===== src/rtl/counter_pkg.sv =====
// rtl/counter_pkg.sv - shared counter mode constants and helpers
package counter_pkg;

    localparam int CNT_MODE_WRAP = 0;
    localparam int CNT_MODE_SAT  = 1;

    // Wide operands so counters of any width up to 64 bits can reuse this.
    function automatic logic [63:0] clamp_to_max(input logic [63:0] value,
                                                 input logic [63:0] max_lim);
        return (value > max_lim) ? max_lim : value;
    endfunction

endpackage


===== src/rtl/updown_mod_counter.sv =====
// rtl/updown_mod_counter.sv - up/down modulo counter with load, wrap or saturate mode
module updown_mod_counter
    import counter_pkg::*;
#(
    parameter int               WIDTH     = 8,
    parameter int               SAT_MODE  = CNT_MODE_WRAP,
    parameter logic [WIDTH-1:0] RESET_VAL = '0
) (
    input  logic             clk,
    input  logic             reset,
    input  logic             en,
    input  logic             up_down,
    input  logic             load,
    input  logic [WIDTH-1:0] load_val,
    input  logic [WIDTH-1:0] max_val,
    output logic [WIDTH-1:0] count,
    output logic             tc,
    output logic             sat,
    output logic             at_max,
    output logic             at_zero
);

    logic [WIDTH-1:0] cnt_nxt;
    logic             tc_nxt;
    logic             sat_nxt;

    always_comb begin
        cnt_nxt = count;
        tc_nxt  = 1'b0;
        sat_nxt = sat;
        if (load) begin
            cnt_nxt = WIDTH'(clamp_to_max(64'(load_val), 64'(max_val)));
            sat_nxt = 1'b0;
        end else if (en) begin
            if (up_down) begin
                // count above max_val (max lowered at run time) is treated as at the bound
                if (count < max_val) begin
                    cnt_nxt = count + WIDTH'(1);
                    sat_nxt = 1'b0;
                end else if (SAT_MODE == CNT_MODE_SAT) begin
                    cnt_nxt = max_val;
                    sat_nxt = 1'b1;
                end else begin
                    cnt_nxt = '0;
                    tc_nxt  = 1'b1;
                end
            end else begin
                if (count == '0) begin
                    if (SAT_MODE == CNT_MODE_SAT) begin
                        sat_nxt = 1'b1;
                    end else begin
                        cnt_nxt = max_val;
                        tc_nxt  = 1'b1;
                    end
                end else if (count > max_val) begin
                    cnt_nxt = max_val;
                    sat_nxt = 1'b0;
                end else begin
                    cnt_nxt = count - WIDTH'(1);
                    sat_nxt = 1'b0;
                end
            end
        end
        if (SAT_MODE != CNT_MODE_SAT) begin
            sat_nxt = 1'b0;
        end
    end

    always_ff @(posedge clk) begin
        if (reset) begin
            count <= RESET_VAL;
            tc    <= 1'b0;
            sat   <= 1'b0;
        end else begin
            count <= cnt_nxt;
            tc    <= tc_nxt;
            sat   <= sat_nxt;
        end
    end

    assign at_max  = (count == max_val);
    assign at_zero = (count == '0);

endmodule


===== config.mk =====
export PLATFORM = sky130hd
export DESIGN_NAME = updown_mod_counter
export DESIGN_NICKNAME = d
export VERILOG_FILES = /design/src/rtl/counter_pkg.sv /design/src/rtl/updown_mod_counter.sv
export SDC_FILE = /design/constraint.sdc
export NUM_CORES = 1
export LEC_CHECK = 0
export CAP_MARGIN = 20
export CORE_ASPECT_RATIO = 1.5
export CORE_MARGIN = 10
export CORE_UTILIZATION = 40
export DETAILED_ROUTE_END_ITERATION = 8
export GPL_TIMING_DRIVEN = 0
export PLACE_DENSITY = 0.67
export SYNTH_ARGS = -nofsm -noshare
export SYNTH_HDL_FRONTEND = slang
export SYNTH_SLANG_ARGS = --single-unit

===== constraint.sdc =====
create_clock -name clk -period 6.17 [get_ports clk]
set_input_delay 1.234 -clock clk [delete_from_list [all_inputs] [get_ports clk]]
set_output_delay 1.234 -clock clk [all_outputs]
set_load 0.05 [all_outputs]

==> results.json <==
{
  "tightest_slew_ns": 0.5432,
  "fin_setup_tns_ns": 0,
  "routabilityCongestion": 0.9146,
  "critPathLaunch": "max_val[7]",
  "area_delta_synth_final_pct": 28.41,
  "initial_core_util": 0.4210,
  "dieArea_mm2": 0.006168,
  "drv_cap": 0,
  "yosys_warnings": 0,
  "num_rows": 25,
  "final_common_cell": "clkdlybuf4s50_1",
  "ir_drop_mv": 0.1288,
  "grt_overflow": 0,
  "slew_headroom": 0.6357,
  "antenna_cells": 0,
  "cts_tree": "done",
  "cp.arrival_ns": 3.51,
  "layout_min_cycle_time_ns": 4.745,
  "io_pins": 33,
  "skew_ns": 0.004392,
  "ys_seq_area_frac": 0.1328,
  "route.vias.total": 1461,
  "grt_max_degree": 11,
  "syn-num-nets": 207,
  "r2r_cells": 9,
  "nets": 241,
  "die_h_um": 91.32,
  "ant_nets": 0,
  "io_buffer_count": 29,
  "routed_wl_um": 4427,
  "status": "finished, final reports clean",
  "synth.area.top_cells": "ha_1, dfxtp_1, mux2i_1",
  "hpwl_um": 3591,
  "h-tree-depth": 1,
  "drtIter0Drc": 96,
  "setup_viol_count_final": 0,
  "insertion_delay_ns": 0.25,
  "synthCells": 167,
  "cts.repair.resized": 0,
  "pwr_density_cell_mw_per_mm2": 196.3,
  "required_ns": 4.94,
  "post-cts-setup-buffers": 0,
  "grt_pass1_vias": 1531,
  "finalMaxSlewViolations": 0,
  "antenna_found_initial": 0,
  "drc": 0,
  "fin_crit_sh": 0.7690,
  "viasPerCell": 6.088,
  "place_inst": 236,
  "hold-worst-slack_ns": 0.7193,
  "synth.largest_area_cell": "ha_1",
  "die_x_um": 67.55,
  "crit_fanout": 4,
  "ys_seq_elements": 9,
  "crit_end": "at_max",
  "clockBufferDepth": 2,
  "coreArea_mm2": 0.003222,
  "cts_sinks": 9,
  "rrSetupSlack_ns": 3.29,
  "syn_area_mm2": 0.001356,
  "avgSynthCellArea_um2": 8.122,
  "dr.pass1.iters": 4,
  "cts_buffers": 3,
  "drive_above_1_share": 0.1050,
  "utilization": 0.5406,
  "path_class": "input pin to primary output",
  "leakagePower_nw": 0.7182,
  "grt_use_total": 0.1461,
  "cts-root-buf": "clkbuf_8",
  "netlist-cell-type-count": 54,
  "hold_viol_final": 0,
  "wl_per_cell_um": 18.45,
  "synth_top_area_share": 0.1753,
  "rsz0062_at_grt": "false",
  "r2r_end": "count[3]",
  "reg2reg_from": "count[0]",
  "start_kind": "input pin",
  "final_cell_mix": "clkdlybuf4s50_1, ha_1, inv_1, a21oi_1",
  "cts.clk_slew.worst_paths_ns": 0.05,
  "timing.fmax_mhz": 210.8,
  "hold_path.class": "flop to flop",
  "critPathCaptureType": "primary output",
  "grt_pass1_wl_um": 7224,
  "fin_cells": 240,
  "holdBufCountCts": 0
}
-- registers in the layout, summed over array words and instances (netlist names) --
register,count
count,8
tc,1
-- cells by family (layout without fill, tap and decap cells) --
logic type / count (synthesis) / count (layout) / synth area share
fa+ha+maj: 19 / 19 / 0.1753
compound gates: 55 / 55 / 0.3091
buf+inv: 24 / 57 / 0.07564
xor+xnor: 7 / 7 / 0.04520
other cells: 1 / 1 / 0.002765
flops: 9 / 9 / 0.1328
simple gates: 43 / 43 / 0.1919
mux: 9 / 9 / 0.06734
-- where the power goes --
part / switching (mW) / total, mW / internal (mW)
logic: 0.111 / 0.189 / 0.0780
registers: 0.0108 / 0.0754 / 0.0646
clock network: 0.0313 / 0.0770 / 0.0457
total: 0.154 / 0.342 / 0.188
-- cell usage after synthesis (all sizes together) --
cell	count
ha	19
a21oi	15
inv	15
o21ai	11
dfxtp	9
mux2i	8
nor2	8
nor3	8
clkbuf	6
a2111oi	5
a221oi	5
nand2	5
nand3	5
nand4	4
xor2	4
a211o	3
buf	3
or3	3
xnor2	3
a211oi	2
a21o	2
and3	2
nand2b	2
o211ai	2
or4	2
a221o	1
a22oi	1
a2bb2oi	1
a31oi	1
a41oi	1
and4b	1
conb	1
mux2	1
nand3b	1
nor2b	1
nor3b	1
o21a	1
o22a	1
o22ai	1
o311ai	1
o31ai	1
-- cell type report --
| type | count | area, µm² |
|---|---|---|
| Fill cell | 313 | 1480 |
| Multi-Input combinational cell | 134 | 1074 |
| Timing Repair Buffer | 29 | 290.3 |
| Sequential cell | 9 | 180.2 |
| Inverter | 15 | 56.30 |
| Tap cell | 40 | 50.05 |
| Buffer | 9 | 46.29 |
| Clock buffer | 4 | 45.04 |
-- through the flow --
| step | setup WS, ns | area (µm²) | total power [mW] |
|---|---|---|---|
| 2_1_floorplan | 2.328 | 1356 | 0.2058 |
| 3_3_place_gp | 1.461 | 1697 | 0.2583 |
| 3_5_place_dp | 1.432 | 1697 | 0.2645 |
| 4_1_cts | 1.410 | 1742 | 0.3400 |
| 5_1_grt | 1.280 | 1742 | 0.3600 |
| 6_report | 1.425 | 1742 | 0.3419 |
-- critical path, stage by stage --
cell	delay, ns
clkdlybuf4s50_1	0.53
inv_1	0.08
ha_1	0.32
nand4_1	0.21
nor2_1	0.28
clkdlybuf4s50_1	0.85
-- routing by layer --
metal | track usage | vias to the layer above | wire length, µm
met1 | 0.1553 | 681 | 1694
met2 | 0.2531 | 59 | 2318
met4 | 0.08247 | 0 | 151
li1 | - | 705 | -
met3 | 0.02829 | 16 | 262
met5 | 0 | - | 0
-- worst min-delay path by stage --
stage / startpoint / end / slack [ns] / cells past startpoint
floorplan: count[6] / count[6] / 0.87 / 2
global placement: count[6] / count[6] / 0.71 / 2
detailed placement: count[6] / count[6] / 0.71 / 2
CTS: count[6] / count[6] / 0.72 / 2
global route: count[7] / count[7] / 0.76 / 2
finish: count[6] / count[6] / 0.72 / 2
(Power assumes the default switching activity.)
